### config.mk
export PLATFORM = sky130hd
export DESIGN_NAME = fetch_ctrl_flat
export DESIGN_NICKNAME = d
export VERILOG_FILES = /design/src/rtl/fetch_ctrl_if.sv /design/src/rtl/fetch_ctrl.sv /design/src/flat_wrapper.sv
export SDC_FILE = /design/constraint.sdc
export NUM_CORES = 1
export LEC_CHECK = 0
export CAP_MARGIN = 40
export CORE_MARGIN = 2
export CORE_UTILIZATION = 45
export CTS_CLUSTER_SIZE = 14
export DETAILED_ROUTE_END_ITERATION = 16
export GPL_ROUTABILITY_DRIVEN = 0
export PLACE_DENSITY = 0.88
export RECOVER_POWER = 25
export REMOVE_ABC_BUFFERS = 1
export SLEW_MARGIN = 10
export SYNTH_ARGS = -nofsm -noshare
export SYNTH_HDL_FRONTEND = slang
export SYNTH_SLANG_ARGS = --single-unit
### constraint.sdc
create_clock -name clk_i -period 2.55 [get_ports clk_i]
set_input_delay 0.255 -clock clk_i [delete_from_list [all_inputs] [get_ports clk_i]]
set_output_delay 0.255 -clock clk_i [all_outputs]
set_load 0.03 [all_outputs]
### src/rtl/fetch_ctrl_if.sv
// Fetch-stage bundle: redirect input, instruction-memory port and decode handshake.
// master is the fetch_ctrl side, slave is the memory/execute/decode environment.
interface fetch_ctrl_if #(
    parameter int AddrSize  = 32,
    parameter int InstrSize = 32
);
    logic                 redirect_i;
    logic [AddrSize-1:0]  redirect_pc_i;
    logic                 imem_req_o;
    logic [AddrSize-1:0]  imem_addr_o;
    logic                 imem_gnt_i;
    logic                 imem_rvalid_i;
    logic [InstrSize-1:0] imem_rdata_i;
    logic                 instr_valid_o;
    logic [InstrSize-1:0] instr_o;
    logic [AddrSize-1:0]  instr_pc_o;
    logic                 instr_ready_i;

    modport master (
        input  redirect_i, redirect_pc_i, imem_gnt_i, imem_rvalid_i, imem_rdata_i, instr_ready_i,
        output imem_req_o, imem_addr_o, instr_valid_o, instr_o, instr_pc_o
    );

    modport slave (
        output redirect_i, redirect_pc_i, imem_gnt_i, imem_rvalid_i, imem_rdata_i, instr_ready_i,
        input  imem_req_o, imem_addr_o, instr_valid_o, instr_o, instr_pc_o
    );
endinterface

### src/rtl/fetch_ctrl.sv
// Fetch sequencer: owns the PC, issues one instruction-memory request at a time
// and hands each response to decode, discarding responses made stale by a redirect.
//
// state | meaning
// IDLE  | leaving reset, request next cycle
// REQ   | imem_req_o high, waiting for grant
// WAIT  | granted, waiting for rvalid (dropped if kill_q)
// HOLD  | instruction presented to decode, waiting for ready
module fetch_ctrl #(
    parameter int                  AddrSize  = 32,
    parameter int                  InstrSize = 32,
    parameter logic [AddrSize-1:0] ResetPc   = '0,
    parameter int                  IncStep   = 4
) (
    input  logic          clk_i,
    input  logic          rst_i,
    fetch_ctrl_if.master  bus
);
    typedef enum logic [1:0] {IDLE, REQ, WAIT, HOLD} state_t;

    localparam logic [AddrSize-1:0] Step = AddrSize'(IncStep);

    state_t               state_q, state_d;
    logic [AddrSize-1:0]  pc_q, pc_d;
    logic [AddrSize-1:0]  addr_q, addr_d;
    logic [AddrSize-1:0]  ipc_q, ipc_d;
    logic [InstrSize-1:0] instr_q, instr_d;
    logic                 kill_q, kill_d;

    always_ff @(posedge clk_i or negedge rst_i) begin
        if (!rst_i) begin
            state_q <= IDLE;
            pc_q    <= ResetPc;
            addr_q  <= ResetPc;
            ipc_q   <= '0;
            instr_q <= '0;
            kill_q  <= 1'b0;
        end else begin
            state_q <= state_d;
            pc_q    <= pc_d;
            addr_q  <= addr_d;
            ipc_q   <= ipc_d;
            instr_q <= instr_d;
            kill_q  <= kill_d;
        end
    end

    always_comb begin
        state_d = state_q;
        pc_d    = pc_q;
        ipc_d   = ipc_q;
        instr_d = instr_q;
        kill_d  = kill_q;

        case (state_q)
            IDLE: state_d = REQ;
            REQ: begin
                if (bus.imem_gnt_i) state_d = WAIT;
                if (bus.redirect_i) kill_d = 1'b1;
            end
            WAIT: begin
                if (bus.imem_rvalid_i) begin
                    if (kill_q || bus.redirect_i) begin
                        kill_d  = 1'b0;
                        state_d = REQ;
                    end else begin
                        instr_d = bus.imem_rdata_i;
                        ipc_d   = pc_q;
                        state_d = HOLD;
                    end
                end else if (bus.redirect_i) begin
                    kill_d = 1'b1;
                end
            end
            HOLD: begin
                if (bus.redirect_i) begin
                    state_d = REQ;
                end else if (bus.instr_ready_i) begin
                    pc_d    = pc_q + Step;
                    state_d = REQ;
                end
            end
            default: state_d = IDLE;
        endcase

        if (bus.redirect_i) pc_d = bus.redirect_pc_i;

        // An ungranted request keeps its address even when a redirect moves pc_q;
        // that request is then killed and the target is fetched afterwards.
        addr_d = (state_q == REQ && !bus.imem_gnt_i) ? addr_q : pc_d;
    end

    assign bus.imem_req_o    = (state_q == REQ);
    assign bus.imem_addr_o   = addr_q;
    assign bus.instr_valid_o = (state_q == HOLD);
    assign bus.instr_o       = instr_q;
    assign bus.instr_pc_o    = ipc_q;
endmodule

### src/flat_wrapper.sv
// flat-port wrapper written by rule: the top's interface ports become plain ports
module fetch_ctrl_flat 
#(
    parameter int                  AddrSize  = 32,
    parameter int                  InstrSize = 32,
    parameter logic [AddrSize-1:0] ResetPc   = '0,
    parameter int                  IncStep   = 4
)
  (clk_i, rst_i, bus_redirect_i, bus_redirect_pc_i, bus_imem_gnt_i, bus_imem_rvalid_i, bus_imem_rdata_i, bus_instr_ready_i, bus_imem_req_o, bus_imem_addr_o, bus_instr_valid_o, bus_instr_o, bus_instr_pc_o);
  fetch_ctrl_if #(.AddrSize(AddrSize), .InstrSize(InstrSize)) bus_i ();
  input  logic clk_i;
  input  logic rst_i;
  input wire logic [$bits(bus_i.redirect_i)-1:0] bus_redirect_i;
  input wire logic [$bits(bus_i.redirect_pc_i)-1:0] bus_redirect_pc_i;
  input wire logic [$bits(bus_i.imem_gnt_i)-1:0] bus_imem_gnt_i;
  input wire logic [$bits(bus_i.imem_rvalid_i)-1:0] bus_imem_rvalid_i;
  input wire logic [$bits(bus_i.imem_rdata_i)-1:0] bus_imem_rdata_i;
  input wire logic [$bits(bus_i.instr_ready_i)-1:0] bus_instr_ready_i;
  output wire logic [$bits(bus_i.imem_req_o)-1:0] bus_imem_req_o;
  output wire logic [$bits(bus_i.imem_addr_o)-1:0] bus_imem_addr_o;
  output wire logic [$bits(bus_i.instr_valid_o)-1:0] bus_instr_valid_o;
  output wire logic [$bits(bus_i.instr_o)-1:0] bus_instr_o;
  output wire logic [$bits(bus_i.instr_pc_o)-1:0] bus_instr_pc_o;
  assign bus_i.redirect_i = bus_redirect_i;
  assign bus_i.redirect_pc_i = bus_redirect_pc_i;
  assign bus_i.imem_gnt_i = bus_imem_gnt_i;
  assign bus_i.imem_rvalid_i = bus_imem_rvalid_i;
  assign bus_i.imem_rdata_i = bus_imem_rdata_i;
  assign bus_i.instr_ready_i = bus_instr_ready_i;
  assign bus_imem_req_o = bus_i.imem_req_o;
  assign bus_imem_addr_o = bus_i.imem_addr_o;
  assign bus_instr_valid_o = bus_i.instr_valid_o;
  assign bus_instr_o = bus_i.instr_o;
  assign bus_instr_pc_o = bus_i.instr_pc_o;
  fetch_ctrl #(.AddrSize(AddrSize), .InstrSize(InstrSize), .ResetPc(ResetPc), .IncStep(IncStep)) u_core (.clk_i(clk_i), .rst_i(rst_i), .bus(bus_i));
endmodule
==> impl_metrics.yaml <==
run_status:
  status: "completed"
power_and_ir_drop:
  power.leakage_nw: 3.564
  clkPwrFrac_pct: 26.2
  seqPwrFrac_pct: 33.8
  ir_drop_mv: 0.8275
  p_comb_share_pct: 40.0
  power.internal_mw: 6.067
  switching_power_mw: 3.303
  switching_share_pct: 35.25
  powerDensity_nw_per_um2: 1147
cells_and_area:
  syn_to_final_growth_pct: 43.98
  multi_input_area_um2: 2262
  post-route-util_pct: 65.52
  final_nets: 687
  diodes: 0
  final.fill_count: 950
  finalNonFillerCells: 797
  fin_area_um2: 8168
  final-seq-area_um2: 3278
  drive_above_1_share_pct: 23.04
logic_synthesis:
  synth_enable_flop_cells: 0
  ys.warnings.count: 0
  ys_ff_latch: 131
  synth_area_um2: 5673
  synthFlopType: "dfrtp_1"
  syn_area_per_cell_um2: 13.01
  synth.yosys.seq_area_share_pct: 57.79
  async_reset_ff_share_pct: 100.0
  synth_cell_types: 38
  syn-instance-count: 436
global_routing:
  antenna_found_initial: 0
  grt_start_max_net_pins: 57
  track_usage_pct: 20.90
  grt_pass1_wl_um: 21580
  overflow: 0
  first_global_vias: 4283
run:
  maxCapViolations: 0
routing:
  totalWireLength_um: 13860
  firstDrtPassIters: 7
  num_vias: 4173
  ant_nets: 0
  drc_errors: 0
  wl_per_cell_um: 17.39
  drt_iter0_markers: 229
  via_per_inst: 5.236
cts:
  root_buffer: "clkbuf_16"
  numClockSinks: 131
  cts_tree: "built"
  worstSkewPairLatency_ns: 0.41
  max-clock-path-buffers: 2
  clk_pin_slew_ns: 0.06
  htreeDepth: 4
  cts_setup_buffers: 0
  cts_buffers: 17
worst_setup_path:
  crit_type: "input port to register"
  cp_max_fo: 25
  worstPathArrival_ns: 2.66
  critPathRequiredTime_ns: 2.88
  crit_path_start_kind: "input port"
  end_kind: "register"
floorplan:
  initial_core_util_pct: 45.51
  dieArea_um2: 13520
  die_x_um: 116.3
  core_area_um2: 12470
  io_pins: 168
  rows: 41
  die_h_um: 116.3
timing:
  whs_ns: 0.4599
  clock_skew_ns: 0.006960
  setup_violations: 0
  rsz0062_at_grt: "no"
  min_period_ns: 2.335
  slew_headroom_pct: 5.620
  drv_slew: 0
  clock.fmax_ghz: 0.4283
  worstMarginPinSlew_ns: 1.416
  finalHoldViolations: 0
  post-route-period-util_pct: 91.55
placed_design:
  dpl.hpwl_um: 9777
  placed_area_um2: 7561
  placed_cells: 764
  io_buffer_count: 167
hold_path:
  hp-class: "input port to register"
==> cell usage after synthesis, types with 4 or more instances <==
cell type / count / area, um^2
a21oi_1: 7 / 35.03
buf_2: 7 / 35.03
nand4_1: 12 / 75.07
nand2_1: 28 / 105.1
dfrtp_1: 131 / 3278
ha_1: 5 / 62.56
xor2_1: 7 / 61.31
and3_1: 18 / 112.6
and4_1: 4 / 35.03
mux2_2: 91 / 1025
o21ai_0: 15 / 75.07
inv_1: 8 / 30.03
xnor2_1: 20 / 175.2
a221o_1: 11 / 110.1
clkbuf_1: 12 / 45.04
nor3_1: 5 / 25.02
nor2_1: 16 / 60.06
nand3_1: 9 / 45.04
==> power by group through the flow <==
stage | logic [mW] | clock network (mW) | registers, mW
floorplan | 0.876 | 0 | 4.34
global placement | 3.70 | 0 | 3.15
detailed placement | 3.78 | 0 | 3.20
CTS | 3.79 | 2.51 | 3.17
global route | 3.95 | 2.60 | 3.25
finish | 3.75 | 2.46 | 3.16
==> final timing paths <==
check | from | end | slack, ns | cells after the start
min | bus_redirect_pc_i[11] | u_core.pc_q[11] | 0.46 | 3
max reg2reg | u_core.state_q[0] | u_core.bus.imem_addr_o[30] | 0.30 | 6
max | bus_redirect_i | u_core.state_q[1] | 0.22 | 5
max in group asynchronous | rst_i | u_core.pc_q[30] | 0.76 | 3
min reg2reg | u_core.bus.imem_addr_o[13] | u_core.bus.imem_addr_o[13] | 0.50 | 2
min in group asynchronous | rst_i | u_core.bus.instr_o[17] | 0.71 | 2
==> through the flow <==
stage | setup TNS, ns | power [mW] | worst slack (ns)
floorplan | -22.82 | 5.215 | -0.3526
global placement | 0 | 6.846 | 0.2628
detailed placement | 0 | 6.975 | 0.2087
CTS | 0 | 9.465 | 0.3372
global route | 0 | 9.808 | 0.1148
finish | 0 | 9.370 | 0.2154
==> placed cells by master (no fill, tap or decap), types with 2 or more instances in the layout <==
master,Yosys,layout
a21oi_1,7,7
a221o_1,11,11
a221o_2,2,2
a31oi_1,2,2
and2_1,3,2
and3_1,18,18
and4_1,4,4
buf_12,0,2
buf_4,0,9
bufinv_16,0,3
clkbuf_1,12,3
clkbuf_16,0,17
clkbuf_8,0,3
clkdlybuf4s50_1,0,165
clkinv_2,0,5
clkinvlp_4,0,2
dfrtp_1,131,131
ha_1,5,5
inv_1,8,8
mux2_2,91,90
mux2i_1,3,3
nand2_1,28,28
nand3_1,9,9
nand4_1,12,12
nand4_4,2,2
nor2_1,16,16
nor3_1,5,5
nor4_1,2,2
o21ai_0,15,15
o31ai_1,2,2
xnor2_1,20,20
xor2_1,7,7
==> critical path: stages <==
cell and delay (ns):
clkbuf_1 0.86, inv_1 0.56, buf_4 0.37, a31oi_1 0.34, mux2i_1 0.26
==> state kept, by name, summed over array words and instances, names as in the netlist <==
name	cells
u_core.state_q	2
u_core.bus.instr_pc_o	32
u_core.bus.instr_o	32
u_core.kill_q	1
u_core.bus.imem_addr_o	32
u_core.pc_q	32
==> repair_timing <==
item                                   CTS  global route
gates resized for setup                  0             0
endpoints found under the hold margin   54             0
hold buffers                             1             0
==> per-layer routing <==
metal | wire (um) | up-vias | GRT usage [%]
li1 | - | 1915 | -
met1 | 5821 | 2065 | 26.83
met2 | 6883 | 165 | 34.42
met3 | 872 | 28 | 4.619
met4 | 280 | 0 | 8.730
met5 | 0 | - | 0
==> kinds of logic (layout without fill, tap and decap cells) <==
group / after synthesis / count (layout) / share of synthesized area [%]
xor gates and xnor gates: 27 / 27 / 4.169
AOI/OAI and AO/OA: 41 / 41 / 5.051
and+or+nand+nor: 108 / 108 / 10.90
buffers and inverters: 30 / 219 / 2.404
DFF: 131 / 131 / 57.79
muxes: 94 / 94 / 18.59
adders and majority gates: 5 / 5 / 1.103
==> area by class of cell <==
class | count | share of cell area (%)
inverter | 8 | 0.3676
clock inverter | 10 | 1.593
tap | 172 | 2.635
multi-input combinational | 275 | 27.70
timing repair buffer | 179 | 21.77
sequential | 131 | 40.13
clock buffer | 22 | 5.806
Power figures use the tool's default switching activity.
